`src/rtl/risc_v_mike_imem_loader_pkg.sv`:
```
// Shared types and constants for the instruction-memory loader.
package risc_v_mike_imem_loader_pkg;

    localparam int DATA_32_W           = 32;
    localparam int IMEM_BYTE_W         = 8;
    localparam int IMEM_BYTES_PER_WORD = 4;

    typedef enum logic [1:0] {
        IDLE = 2'd0,
        LOAD = 2'd1,
        DONE = 2'd2,
        ERR  = 2'd3
    } t_imem_ldr_state;

    // An image length is usable when it is non-zero and fits in the memory.
    function automatic logic imem_len_legal(input logic [31:0] len, input logic [31:0] depth);
        return (len != 32'd0) && (len <= depth);
    endfunction

endpackage

```
`src/rtl/risc_v_mike_imem_loader_if.sv`:
```
// Host byte stream, instruction-memory write port and core control flags.
interface risc_v_mike_imem_loader_if #(
    parameter int DATA_MEM_DEPTH = 16,
    parameter int ADDR_W         = $clog2(DATA_MEM_DEPTH)
) ();
    import risc_v_mike_imem_loader_pkg::*;

    logic                 start;
    logic [ADDR_W:0]      num_words;
    logic                 byte_valid;
    logic [7:0]           byte_data;
    logic                 byte_ready;
    logic                 imem_wr_en;
    logic [ADDR_W-1:0]    imem_wr_addr;
    logic [DATA_32_W-1:0] imem_wr_data;
    logic                 core_hold;
    logic                 load_done;
    logic                 load_error;

    modport master (
        output start, num_words, byte_valid, byte_data,
        input  byte_ready, imem_wr_en, imem_wr_addr, imem_wr_data,
        input  core_hold, load_done, load_error
    );

    modport slave (
        input  start, num_words, byte_valid, byte_data,
        output byte_ready, imem_wr_en, imem_wr_addr, imem_wr_data,
        output core_hold, load_done, load_error
    );

endinterface

```
`src/rtl/risc_v_mike_imem_loader_byte_packer.sv`:
```
// Packs accepted bytes little-endian into 32-bit words and emits a one-cycle
// word-complete pulse together with a stable copy of the finished word, so
// bytes of the next word can arrive while the previous word is being written.
module risc_v_mike_byte_packer
    import risc_v_mike_imem_loader_pkg::*;
(
    input  logic                 clk,
    input  logic                 rst,
    input  logic                 clr,
    input  logic                 byte_acc,
    input  logic [7:0]           byte_data,
    output logic                 word_last_byte,
    output logic                 word_valid,
    output logic [DATA_32_W-1:0] word_data
);

    localparam int CNT_W = $clog2(IMEM_BYTES_PER_WORD);

    logic [CNT_W-1:0]     byte_cnt_r;
    logic [DATA_32_W-1:0] pack_r;
    logic [DATA_32_W-1:0] pack_next_s;
    logic                 word_valid_r;
    logic [DATA_32_W-1:0] word_data_r;

    assign word_last_byte = byte_acc && (byte_cnt_r == CNT_W'(IMEM_BYTES_PER_WORD - 1));

    // Merge the incoming byte into its lane of the pack register.
    always_comb begin
        pack_next_s = pack_r;
        if (byte_acc) begin
            pack_next_s[IMEM_BYTE_W*byte_cnt_r +: IMEM_BYTE_W] = byte_data;
        end else begin
            pack_next_s = pack_r;
        end
    end

    // Byte lane counter, pack register and the registered word hand-off.
    always_ff @(posedge clk) begin
        if (rst) begin
            byte_cnt_r   <= {CNT_W{1'b0}};
            pack_r       <= {DATA_32_W{1'b0}};
            word_valid_r <= 1'b0;
            word_data_r  <= {DATA_32_W{1'b0}};
        end else if (clr) begin
            byte_cnt_r   <= {CNT_W{1'b0}};
            pack_r       <= {DATA_32_W{1'b0}};
            word_valid_r <= 1'b0;
        end else begin
            word_valid_r <= word_last_byte;
            if (byte_acc) begin
                byte_cnt_r <= byte_cnt_r + CNT_W'(1);
                pack_r     <= pack_next_s;
            end
            if (word_last_byte) begin
                word_data_r <= pack_next_s;
            end
        end
    end

    assign word_valid = word_valid_r;
    assign word_data  = word_data_r;

endmodule

```
`src/rtl/risc_v_mike_imem_loader.sv`:
```
// Boot loader: streams a byte image into the instruction memory starting at
// word 0 and keeps the core in reset until the whole image has been written.
module risc_v_mike_imem_loader
    import risc_v_mike_imem_loader_pkg::*;
#(
    parameter int DATA_MEM_DEPTH = 16,
    parameter int ADDR_W         = $clog2(DATA_MEM_DEPTH)
) (
    input  logic                      clk,
    input  logic                      rst,
    risc_v_mike_imem_loader_if.slave  bus
);

    t_imem_ldr_state state_r;
    t_imem_ldr_state state_next_s;

    logic [ADDR_W:0]   num_words_r;
    logic [ADDR_W:0]   word_cnt_r;
    logic [ADDR_W-1:0] imem_wr_addr_r;

    logic byte_ready_r;
    logic core_hold_r;
    logic load_done_r;
    logic load_error_r;

    logic byte_ready_s;
    logic core_hold_s;
    logic load_done_s;
    logic load_error_s;

    logic                 len_legal_s;
    logic                 start_seen_s;
    logic                 start_load_s;
    logic                 byte_acc_s;
    logic                 word_last_byte_s;
    logic                 final_byte_s;
    logic                 word_valid_s;
    logic [DATA_32_W-1:0] word_data_s;

    assign len_legal_s  = imem_len_legal(32'(bus.num_words), 32'(DATA_MEM_DEPTH));
    assign start_seen_s = bus.start && (state_r != LOAD);
    assign start_load_s = start_seen_s && len_legal_s;
    assign byte_acc_s   = bus.byte_valid && byte_ready_r;
    assign final_byte_s = word_last_byte_s &&
                          (word_cnt_r == (num_words_r - {{ADDR_W{1'b0}}, 1'b1}));

    risc_v_mike_byte_packer u_packer (
        .clk            (clk),
        .rst            (rst),
        .clr            (start_load_s),
        .byte_acc       (byte_acc_s),
        .byte_data      (bus.byte_data),
        .word_last_byte (word_last_byte_s),
        .word_valid     (word_valid_s),
        .word_data      (word_data_s)
    );

    // FSM state register.
    always_ff @(posedge clk) begin
        if (rst) begin
            state_r <= IDLE;
        end else begin
            state_r <= state_next_s;
        end
    end

    // FSM next-state: start leaves any non-LOAD state, the final byte ends LOAD.
    always_comb begin
        state_next_s = state_r;
        case (state_r)
            IDLE, DONE, ERR: begin
                if (bus.start) begin
                    state_next_s = len_legal_s ? LOAD : ERR;
                end else begin
                    state_next_s = state_r;
                end
            end
            LOAD: begin
                if (final_byte_s) begin
                    state_next_s = DONE;
                end else begin
                    state_next_s = LOAD;
                end
            end
            default: state_next_s = IDLE;
        endcase
    end

    // FSM outputs decoded from the next state so the flags can be registered
    // and still line up with the state they describe.
    always_comb begin
        byte_ready_s = 1'b0;
        core_hold_s  = 1'b1;
        load_done_s  = 1'b0;
        load_error_s = 1'b0;
        case (state_next_s)
            IDLE: begin
                core_hold_s = 1'b1;
            end
            LOAD: begin
                byte_ready_s = 1'b1;
                core_hold_s  = 1'b1;
            end
            DONE: begin
                core_hold_s = 1'b0;
                load_done_s = 1'b1;
            end
            ERR: begin
                core_hold_s  = 1'b1;
                load_error_s = 1'b1;
            end
            default: begin
                byte_ready_s = 1'b0;
                core_hold_s  = 1'b1;
            end
        endcase
    end

    // Registered handshake and status flags.
    always_ff @(posedge clk) begin
        if (rst) begin
            byte_ready_r <= 1'b0;
            core_hold_r  <= 1'b1;
            load_done_r  <= 1'b0;
            load_error_r <= 1'b0;
        end else begin
            byte_ready_r <= byte_ready_s;
            core_hold_r  <= core_hold_s;
            load_done_r  <= load_done_s;
            load_error_r <= load_error_s;
        end
    end

    // Image length latch and running word counter.
    always_ff @(posedge clk) begin
        if (rst) begin
            num_words_r <= {(ADDR_W+1){1'b0}};
            word_cnt_r  <= {(ADDR_W+1){1'b0}};
        end else begin
            if (start_seen_s) begin
                num_words_r <= bus.num_words;
            end
            if (start_load_s) begin
                word_cnt_r <= {(ADDR_W+1){1'b0}};
            end else if (word_last_byte_s) begin
                word_cnt_r <= word_cnt_r + {{ADDR_W{1'b0}}, 1'b1};
            end
        end
    end

    // Capture the write address alongside the packer's word hand-off.
    always_ff @(posedge clk) begin
        if (rst) begin
            imem_wr_addr_r <= {ADDR_W{1'b0}};
        end else if (word_last_byte_s) begin
            imem_wr_addr_r <= word_cnt_r[ADDR_W-1:0];
        end
    end

    assign bus.byte_ready   = byte_ready_r;
    assign bus.imem_wr_en   = word_valid_s;
    assign bus.imem_wr_addr = imem_wr_addr_r;
    assign bus.imem_wr_data = word_data_s;
    assign bus.core_hold    = core_hold_r;
    assign bus.load_done    = load_done_r;
    assign bus.load_error   = load_error_r;

endmodule

```
`src/flat_wrapper.sv`:
```
// flat-port wrapper written by rule: the top's interface ports become plain ports
module risc_v_mike_imem_loader_flat import risc_v_mike_imem_loader_pkg::*;
#(
    parameter int DATA_MEM_DEPTH = 16,
    parameter int ADDR_W         = $clog2(DATA_MEM_DEPTH)
)
  (clk, rst, bus_start, bus_num_words, bus_byte_valid, bus_byte_data, bus_byte_ready, bus_imem_wr_en, bus_imem_wr_addr, bus_imem_wr_data, bus_core_hold, bus_load_done, bus_load_error);
  risc_v_mike_imem_loader_if #(.DATA_MEM_DEPTH(DATA_MEM_DEPTH), .ADDR_W(ADDR_W)) bus_i ();
  input  logic clk;
  input  logic rst;
  input wire logic [$bits(bus_i.start)-1:0] bus_start;
  input wire logic [$bits(bus_i.num_words)-1:0] bus_num_words;
  input wire logic [$bits(bus_i.byte_valid)-1:0] bus_byte_valid;
  input wire logic [$bits(bus_i.byte_data)-1:0] bus_byte_data;
  output wire logic [$bits(bus_i.byte_ready)-1:0] bus_byte_ready;
  output wire logic [$bits(bus_i.imem_wr_en)-1:0] bus_imem_wr_en;
  output wire logic [$bits(bus_i.imem_wr_addr)-1:0] bus_imem_wr_addr;
  output wire logic [$bits(bus_i.imem_wr_data)-1:0] bus_imem_wr_data;
  output wire logic [$bits(bus_i.core_hold)-1:0] bus_core_hold;
  output wire logic [$bits(bus_i.load_done)-1:0] bus_load_done;
  output wire logic [$bits(bus_i.load_error)-1:0] bus_load_error;
  assign bus_i.start = bus_start;
  assign bus_i.num_words = bus_num_words;
  assign bus_i.byte_valid = bus_byte_valid;
  assign bus_i.byte_data = bus_byte_data;
  assign bus_byte_ready = bus_i.byte_ready;
  assign bus_imem_wr_en = bus_i.imem_wr_en;
  assign bus_imem_wr_addr = bus_i.imem_wr_addr;
  assign bus_imem_wr_data = bus_i.imem_wr_data;
  assign bus_core_hold = bus_i.core_hold;
  assign bus_load_done = bus_i.load_done;
  assign bus_load_error = bus_i.load_error;
  risc_v_mike_imem_loader #(.DATA_MEM_DEPTH(DATA_MEM_DEPTH), .ADDR_W(ADDR_W)) u_core (.clk(clk), .rst(rst), .bus(bus_i));
endmodule
```
`config.mk`:
```
export PLATFORM = sky130hd
export DESIGN_NAME = risc_v_mike_imem_loader_flat
export DESIGN_NICKNAME = d
export VERILOG_FILES = /design/src/rtl/risc_v_mike_imem_loader_pkg.sv /design/src/rtl/risc_v_mike_imem_loader_if.sv /design/src/rtl/risc_v_mike_imem_loader_byte_packer.sv /design/src/rtl/risc_v_mike_imem_loader.sv /design/src/flat_wrapper.sv
export SDC_FILE = /design/constraint.sdc
export NUM_CORES = 1
export LEC_CHECK = 0
export ABC_AREA = 1
export BUFFER_PORTS_ARGS = -buffer_cell sky130_fd_sc_hd__buf_2
export CAP_MARGIN = 10
export CORE_UTILIZATION = 54
export CTS_CLUSTER_DIAMETER = 30
export DETAILED_ROUTE_END_ITERATION = 10
export PLACE_DENSITY = 0.77
export SLEW_MARGIN = 10
export SYNTH_ARGS = -nofsm -noshare
export SYNTH_HDL_FRONTEND = slang
export SYNTH_HIERARCHICAL = 1
export SYNTH_SLANG_ARGS = --single-unit
```
`constraint.sdc`:
```
create_clock -name clk -period 2.8 [get_ports clk]
set_clock_uncertainty 0.1 [all_clocks]
set_input_delay 0.56 -clock clk [delete_from_list [all_inputs] [get_ports clk]]
set_output_delay 0.56 -clock clk [all_outputs]
set_load 0.01 [all_outputs]
```
Word-level counts from Yosys, hierarchy flattened --
Cells that the tools add are included.
Cells by class: $add $sub $neg 4, shifts and indexed selects 2, reduce and logical (&&, ||, !) cells 13, divide/modulo/power cells 0, mux-type cells 10, order comparisons 1, bitwise gates (word level) 1, multiply operators 0, eq/ne operators 9
Operators by type and width (count):
- $neg 5->34 | 1
- $shift 8x34->32 const A | 1
- $shiftx 8x34->32 | 1
- $bwmux 32 | 1
- $mux 32 | 1
- $eq 2x2->1 const B | 5
- $logic_and 1x1->1 | 6
- $mux 2 | 3
- $reduce_or 3->1 | 2
- $add 5x1->5 const B | 1
- $eq 5x5->1 | 1
- $le 5x5->1 const B | 1
- $reduce_bool 5->1 | 1
- $sub 5x1->5 const B | 1
- $eq 2x1->1 const B | 2
- $logic_not 2->1 | 2
- $pmux 2 s2 | 1
- $mux 1 | 3
- $add 2x1->2 const B | 1
- $ne 2x1->1 const B | 1
- $pmux 1 s2 | 1
- $reduce_and 2->1 | 1
- $reduce_or 2->1 | 1
- $not 1->1 | 1
Word-level totals: input bits 17, memories kept 0, word-level logic and storage cells 52, bits in writable memories 0, register bits after elaboration 87, bits in latches 0, ROM bits 0

Logic depth before layout (Yosys ltp) --
Gate-level depths: netlist (run 1).
depth in word-level cells 8, depth in mapped cells 13, mapped depth without buffers 12

Modules after synthesis --
The synthesis (run 1) kept the hierarchy.
By module, submodules not included:
- risc_v_mike_byte_packer | instances 1, cells an instance 362, area each 2517.4 um^2
- risc_v_mike_imem_loader | instances 1, cells an instance 139, area each 958.4 um^2

Least setup slack after synthesis (run 1) --
OpenSTA, ideal clock, no wires.
kind input to register, start input port bus_byte_valid, end register u_core.core_hold_r, in the netlist u_core/bus.core_hold, buffers on the path 1, data arrival time 1.700 ns, path slack 0.877 ns, data required time 2.577 ns, library setup time 0.123 ns, cell stages on the path 12, cells stage by stage nand2_1 > inv_1 > nand2_2 > clkbuf_1 > inv_1 > nand2_2 > nand2_1 > nand4_1 > nor2_1 > nand3_2 > o21ai_2 > nand2_2
Between the ends: longest elaborated chain between the ends 8, elaborated cells on any way between the ends 11, those cells by class eq/ne (3); mux (3); reduce/logical (5)
Ends and longest elaborated chain:
- from (decl) | line flat_wrapper.sv:13 | input wire logic [$bits(bus_i.byte_valid)-1:0] bus_byte_valid;
- $logic_and 1x1->1 (*) | line risc_v_mike_imem_loader.sv:43 | assign byte_acc_s = bus.byte_valid && byte_ready_r;
- net u_core.byte_acc_s | line risc_v_mike_imem_loader.sv:34 | logic byte_acc_s;
- $logic_and 1x1->1 (*) | line risc_v_mike_imem_loader_byte_packer.sv:25 | assign word_last_byte = byte_acc && (byte_cnt_r == CNT_W'(IMEM_BYTES_PER_WORD - 1));
- net u_core.word_last_byte_s | line risc_v_mike_imem_loader.sv:35 | logic word_last_byte_s;
- $logic_and 1x1->1 (*) | line risc_v_mike_imem_loader.sv:44 | assign final_byte_s = word_last_byte_s &&
- $mux 2 (*) | line risc_v_mike_imem_loader.sv:79 | if (final_byte_s) begin
- $pmux 2 s2 (*) | line risc_v_mike_imem_loader.sv:70 | case (state_r)
- $eq 2x1->1, or another cell as far along | line risc_v_mike_imem_loader.sv:96 | case (state_next_s)
- $reduce_or 3->1 (no line)
- $pmux 1 s2 (*) | line risc_v_mike_imem_loader.sv:96
- to (signal assigned) | line risc_v_mike_imem_loader.sv:128 | core_hold_r <= core_hold_s;
- to (decl) | line risc_v_mike_imem_loader.sv:22 | logic core_hold_r;
The timed path passes the listed nets; every way through them passes the cells marked *. A chain may end at the register's enable or synchronous reset.

Worst setup path after layout (run 1) --
start register u_core.u_packer.byte_cnt_r[0], end register u_core.u_packer.word_data_r[16], in the netlist u_core/u_packer/word_data[16]
Between the ends: longest elaborated chain between the ends 4, elaborated cells on any way between the ends 8, those cells by class add/sub (1); eq/ne (1); shift (2); mux (2); reduce/logical (2)
Ends and longest elaborated chain:
- from (decl) | line risc_v_mike_imem_loader_byte_packer.sv:19 | logic [CNT_W-1:0] byte_cnt_r;
- from (signal assigned) | line risc_v_mike_imem_loader_byte_packer.sv:40 | byte_cnt_r <= {CNT_W{1'b0}};
- from (signal assigned) | line risc_v_mike_imem_loader_byte_packer.sv:45 | byte_cnt_r <= {CNT_W{1'b0}};
- from (signal assigned) | line risc_v_mike_imem_loader_byte_packer.sv:51 | byte_cnt_r <= byte_cnt_r + CNT_W'(1);
- $neg 5->34 | line risc_v_mike_imem_loader_byte_packer.sv:31 | pack_next_s[IMEM_BYTE_W*byte_cnt_r +: IMEM_BYTE_W] = byte_data;
- $shiftx 8x34->32 or $shift 8x34->32 (tied branches) | line risc_v_mike_imem_loader_byte_packer.sv:31
- $bwmux 32 | line risc_v_mike_imem_loader_byte_packer.sv:31
- $mux 32 | line risc_v_mike_imem_loader_byte_packer.sv:30 | if (byte_acc) begin
- to (signal assigned) | line risc_v_mike_imem_loader_byte_packer.sv:43 | word_data_r <= {DATA_32_W{1'b0}};
- to (signal assigned) | line risc_v_mike_imem_loader_byte_packer.sv:55 | word_data_r <= pack_next_s;
- to (decl) | line risc_v_mike_imem_loader_byte_packer.sv:23 | logic [DATA_32_W-1:0] word_data_r;
Several ways; a longest one is shown, not always the timed one.

==> results of run 1 <==
[cells by family after synthesis]
family / Yosys count / share of synthesized area [%]
and+or+nand+nor: 272 / 33.3
DFF: 79 / 45.5
buffers and inverters: 78 / 8.82
AOI/OAI and AO/OA: 63 / 9.36
adders and majority gates: 7 / 2.52
xor gates and xnor gates: 2 / 0.504
[critical path: cells and delay by family (launching register included)]
family                   cells  cell delay [ns]
flip-flops                   1             0.48
buffers and inverters        2             0.40
adder cells (fa/ha/maj)      1             0.50
AND/OR/NAND/NOR              5             0.73
[stage by stage]
stage	std cells	hold slack [ns]	util (%)	instance area, sq um
floorplan	501	0.347	-	3480
global placement	622	0.360	63.2	3830
detailed placement	622	0.364	63.2	3830
CTS	638	0.376	65.9	4000
global route	638	0.391	65.9	4000
finish	638	0.376	65.9	4000
[report_power, final]
part,switching (mW),internal (mW),total (mW)
combinational,0.121,0.0567,0.178
clock,0.390,0.346,0.736
sequential,0.0113,1.14,1.15
total,0.523,1.54,2.06
[sequential cells by signal, indices dropped and copies added (netlist names)]
| register | flops |
|---|---|
| u_core/num_words_r | 5 |
| u_core/u_packer/byte_cnt_r | 2 |
| u_core/bus.core_hold | 1 |
| u_core/bus.imem_wr_addr | 4 |
| u_core/bus.byte_ready | 1 |
| u_core/state_r | 2 |
| u_core/bus.load_error | 1 |
| u_core/word_cnt_r | 5 |
| u_core/u_packer/pack_r | 24 |
| u_core/u_packer/word_data | 32 |
| u_core/bus.load_done | 1 |
| u_core/u_packer/word_valid | 1 |
[cell usage in the layout, fill, tap and decap left out, types with 3 or more instances in the layout]
cell type	count
nand2_1	121
clkbuf_1	3
nor2_2	3
nor2_1	94
o21ai_0	16
inv_1	56
clkbuf_8	10
dfxtp_1	79
inv_2	4
a21oi_1	44
nand2_2	5
ha_1	7
nand3_1	39
clkinv_1	3
buf_2	57
buf_4	3
[worst min-delay path by stage]
stage	start	endpoint	cells after the start	slack [ns]
2_1_floorplan	u_core/num_words_r[1]	u_core/num_words_r[1]	2	0.35
3_3_place_gp	u_core/u_packer/pack_r[20]	u_core/u_packer/pack_r[20]	2	0.36
3_5_place_dp	u_core/u_packer/pack_r[11]	u_core/u_packer/pack_r[11]	2	0.36
4_1_cts	bus_num_words[4]	u_core/num_words_r[4]	3	0.38
5_1_grt	bus_num_words[4]	u_core/num_words_r[4]	3	0.39
6_report	u_core/u_packer/pack_r[11]	u_core/u_packer/pack_r[11]	2	0.38
[metal layers]
| layer | up-vias | GRT usage (%) | part of all wire (%) | routed length (um) |
|---|---|---|---|---|
| met5 | - | 0 | 0 | 0 |
| met4 | 0 | 12.3 | 2.3 | 168 |
| met3 | 17 | 5.16 | 4.3 | 313 |
| met2 | 72 | 40.1 | 49 | 3570 |
| met1 | 1448 | 28.5 | 45 | 3290 |
| li1 | 1671 | - | - | - |
[area by class of cell]
cell class	instances	area, sq um	share of cell area [%]
well taps	75	93.8	2.35
inverters	63	236	5.92
multi-input cells	344	1590	39.7
flip-flops and latches	79	1580	39.6
clock buffers	13	149	3.73
repair buffers	61	328	8.21
clock inverters	3	18.8	0.470
==> out/metrics.csv, run 1 <==
stage;metric;value;unit
run;Max Cap Viol;0;
detailed_routing;initial drt markers;168;
min_path;Hold Path Class;flop to flop;
die;Placeable Area;6060;sq um
detailed_routing;final wirelength;7340;um
detailed_routing;DRC errors left;0;
layout;ANT cells;0;
critical_path;R2R Setup Slk;0.55;ns
place;HPWL Detailed;5360;um
cts;Worst-path clk slew;0.08;ns
global_route;gr ovfl total;0;
power_and_ir_drop;maximum vdd drop;284;uV
place;Final GP Congestion;0.835;
critical_path;CP Cell Sequence;clkinv_1 -> ha_1 -> nand2_1 -> nor2_2 -> nand2_1 -> nand3_1 -> nand2_1 -> inv_1;
logic_synthesis;Mapped Area;3480;sq um
logic_synthesis;Mean Syn Cell Area;6.94;sq um
detailed_routing;DR WL/cell;11.5;um
logic_synthesis;top post-synthesis cells by area;dfxtp_1 (46%), nand2_1 (13%), nor2_1 (10%);
die;die width;82.2;um
logic_synthesis;Yosys warnings;6;
layout;fraction of layout cells with a size suffix above 1;16.7;%
logic_synthesis;async set-reset flop share out of synthesis;0;%
detailed_routing;DR vias/cell;5.03;
status;outcome;completed;
critical_path;startpoint types;flop;
critical_path;crit path capture;u_core/u_packer/word_data[16];
global_route;first-pass GRT wire length;12100;um
global_route;vias in the first global route;2819;
cts;clk buf depth;2;
global_route;initial antenna violation count;0;
cts;cts bufs inserted;9;
timing;max_slew headroom;70.8;%
cts;post-CTS sizing;0;
timing;transition time of the tightest slew-check pin;0.437;ns
timing;final hold vios;0;
cts;hold_buf cts;0;
critical_path;CP Class;flop to flop;
die;total I/O pin count;58;
detailed_routing;first-pass detailed-route iteration total;4;
critical_path;CP max FO;11;
logic_synthesis;synthesized net count;525;
timing;RSZ-0062 raised after global routing;no;
critical_path;critical path arrival;2.45;ns
logic_synthesis;Mapped Cells;501;
global_route;Total Routing Usage GR;23.8;%
logic_synthesis;Yosys top cell by area;dfxtp_1;
layout;Area Overhead vs Synth;14.9;%
detailed_routing;Vias;3208;
logic_synthesis;commonest cells in the netlist;nand2_1 (121), nor2_1 (94), dfxtp_1 (79);
power_and_ir_drop;Power Total;2.06;mW
critical_path;Slowest Stage Delay on Critical Path;0.50;ns
logic_synthesis;ys flop type;dfxtp_1;
cts;H-tree depth;3;
die;initial core utilization;57.3;%
cts;CTS tree;yes;
timing;fin crit period;2.25;ns
timing;setup violators final;0;
critical_path;CP dominant cell by count;nand2_1;
layout;Final Net Count;582;
logic_synthesis;share of the synthesized area in the top cell type;45.5;%
cts;Clock Latency Late Sink;0.35;ns
timing;setup ws final;0.546;ns
critical_path;FF-to-FF Start;u_core/u_packer/byte_cnt_r[0];
power_and_ir_drop;pwr dens;517;nW/um^2
timing;Slew Viols, Final;0;
critical_path;crit path from;u_core/u_packer/byte_cnt_r[0];
logic_synthesis;Seq/Total Area, Yosys;45.5;%
critical_path;Setup crit end kind;flop;
layout;fillers;551;
place;number of port buffers;57;
logic_synthesis;Synth Register Bits;79;
timing;final setup TNS;0;ns
global_route;pin count of the biggest net entering global routing;65;
timing;Final period util;80.5;%
power_and_ir_drop;Static Leakage;1.92;nW
cts;clock sink count;79;
cts;postcts setup bufs;0;
logic_synthesis;most frequent cell after synthesis;nand2_1;
die;die area;6760;sq um
critical_path;FF-to-FF End;u_core/u_packer/word_data[16];
critical_path;CP Data Required Time;3.00;ns
critical_path;FF-to-FF path depth;8;
cts;CTS root buf;clkbuf_8;
timing;f_max;444;MHz
logic_synthesis;EDFF count, synth;0;
die;row cnt;28;
logic_synthesis;Unique masters post-synth;29;
detailed_routing;antenna-violating nets left;0;
critical_path;crit path max-delay cell type;ha_1;
die;Die Y-Extent;82.2;um
place;Post-Place Setup Slack;0.437;ns
No activity file was read; power rests on OpenSTA's default activity.
==> run 2, diff against run 1 <==
--- a/config.mk
+++ b/config.mk
@@ -8,10 +8,10 @@
 export ABC_AREA = 1
 export BUFFER_PORTS_ARGS = -buffer_cell sky130_fd_sc_hd__buf_2
 export CAP_MARGIN = 10
-export CORE_UTILIZATION = 54
+export CORE_UTILIZATION = 50
 export CTS_CLUSTER_DIAMETER = 30
 export DETAILED_ROUTE_END_ITERATION = 10
-export PLACE_DENSITY = 0.77
+export PLACE_DENSITY = 0.75
 export SLEW_MARGIN = 10
 export SYNTH_ARGS = -nofsm -noshare
 export SYNTH_HDL_FRONTEND = slang
==> constraint.sdc (replaced) <==
create_clock -name clk -period 1.9 [get_ports clk]
set_clock_uncertainty 0.1 [all_clocks]
set_input_delay 0.38 -clock clk [delete_from_list [all_inputs] [get_ports clk]]
set_output_delay 0.38 -clock clk [all_outputs]
set_load 0.01 [all_outputs]
==> run 2 against run 1 <==
Compared with the run above:
- combinational power increased by 61%
- clock power grew 77%
- first-iteration DRC count down 40%
- core utilization fell by 4.7 points
- critical endpoint is now u_core/u_packer/word_data[3]
- largest power group unchanged
==> out/metrics.csv, run 2 (synthesis gave the netlist of run 1 again) <==
stage;metric;value;unit
status;outcome;completed;
layout;Reg area;1580;sq um
timing;setup ws final;0.174;ns
detailed_routing;initial drt markers;101;
timing;f_max;579;MHz
die;die area;7290;sq um
critical_path;CP max FO;8;
detailed_routing;DR vias/cell;4.89;
die;total I/O pin count;58;
detailed_routing;Vias;3181;
detailed_routing;final wirelength;7470;um
layout;fin cells;651;
min_path;Hold Path Class;input port to flop;
timing;RSZ-0062 raised after global routing;no;
place;HPWL Detailed;5330;um
timing;max_slew headroom;76.8;%
critical_path;CP Class;flop to flop;
layout;most common cell after layout, fill and taps aside;nand2_1;
layout;max reg flops;32;
detailed_routing;DRC errors left;0;
cts;clock sink count;79;
critical_path;startpoint types;flop;
die;row cnt;30;
place;Inst Count DP;635;
critical_path;critical path arrival;1.92;ns
die;Die Y-Extent;85.4;um
timing;Final period util;90.8;%
timing;final hold vios;0;
global_route;gr ovfl total;0;
detailed_routing;antenna-violating nets left;0;
layout;Area Overhead vs Synth;18.9;%
run;Max Cap Viol;0;
layout;fraction of layout cells with a size suffix above 1;18.2;%
critical_path;R2R Setup Slk;0.17;ns
critical_path;CP Data Required Time;2.10;ns
layout;Final Net Count;590;
detailed_routing;first-pass detailed-route iteration total;4;
place;number of port buffers;57;
cts;CTS root buf;clkbuf_8;
place;Post-Place Setup Slack;0.0816;ns
power_and_ir_drop;Static Leakage;1.99;nW
layout;area occupied by multi-input gates;1590;sq um
power_and_ir_drop;pwr dens;793;nW/um^2
die;die width;85.4;um
layout;ANT cells;0;
die;Placeable Area;6760;sq um
layout;fillers;644;
power_and_ir_drop;maximum vdd drop;490;uV
timing;Slew Viols, Final;0;
cts;cts bufs inserted;9;
timing;final setup TNS;0;ns
timing;fin crit period;1.73;ns
cts;hold_buf cts;0;
layout;final core occ;61.2;%
place;Final GP Congestion;0.919;
global_route;first-pass GRT wire length;12700;um
global_route;Total Routing Usage GR;21.8;%
cts;Clock Latency Late Sink;0.35;ns
layout;most frequent cells in the layout;nand2_1 (121), nor2_1 (94), dfxtp_1 (79);
global_route;vias in the first global route;2904;
cts;clk buf depth;2;
timing;setup violators final;0;
global_route;initial antenna violation count;0;
cts;CTS tree;yes;
power_and_ir_drop;Power Total;3.28;mW
detailed_routing;DR WL/cell;11.5;um
die;initial core utilization;51.4;%
cts;Worst-path clk slew;0.08;ns
critical_path;Setup crit end kind;flop;
global_route;pin count of the biggest net entering global routing;37;
timing;transition time of the tightest slew-check pin;0.348;ns
cts;H-tree depth;3;
[run 2: worst paths after layout]
kind | from | to | depth (start not counted)
max | u_core/u_packer/byte_cnt_r[0] | u_core/u_packer/word_data[3] | 9
min | bus_num_words[4] | u_core/num_words_r[4] | 3
max reg2reg | u_core/u_packer/byte_cnt_r[0] | u_core/u_packer/word_data[3] | 9
min reg2reg | u_core/u_packer/pack_r[17] | u_core/u_packer/pack_r[17] | 2
[run 2: critical path, cell delays in order (launching register included)]
cell and delay [ns]:
dfxtp_1 0.36, clkinv_1 0.14, ha_1 0.34, buf_4 0.16, nor2_1 0.11, buf_4 0.16
nand3_1 0.12, nand3_1 0.10, nand2_1 0.05, inv_1 0.04
[run 2: stage by stage]
step,hold WS [ns],area [sq um]
after global routing,0.224,4130
after detailed placement,0.366,3920
final,0.199,4130
after CTS,0.187,4130
after floorplan,0.347,3480
after global placement,0.360,3920
[run 2: repair_timing]
| action | 4_1_cts | 5_1_grt |
|---|---|---|
| endpoints found under the setup margin | 0 | 4 |
| setup buffers | 0 | 0 |
| gates resized for setup | 0 | 1 |
[run 2: area by class of cell]
type                       count  area share [%]
tap                           80            2.42
clock inverter                 3           0.969
multi-input combinational    344            38.5
inverter                      63            5.72
sequential                    79            38.3
timing repair buffer          69            9.99
clock buffer                  13            4.09
[run 2: routing by layer]
layer | up-vias | part of all wire [%] | track usage, % | routed length, um
li1 | 1690 | - | - | -
met1 | 1393 | 46 | 27.3 | 3410
met2 | 86 | 47 | 37.0 | 3520
met3 | 12 | 5.3 | 3.89 | 395
met4 | 0 | 1.9 | 9.55 | 143
met5 | - | 0 | 0 | 0
[run 2: power breakdown]
| part | switching [mW] | internal [mW] |
|---|---|---|
| clock | 0.586 | 0.711 |
| sequential | 0.0146 | 1.68 |
| combinational | 0.188 | 0.0991 |
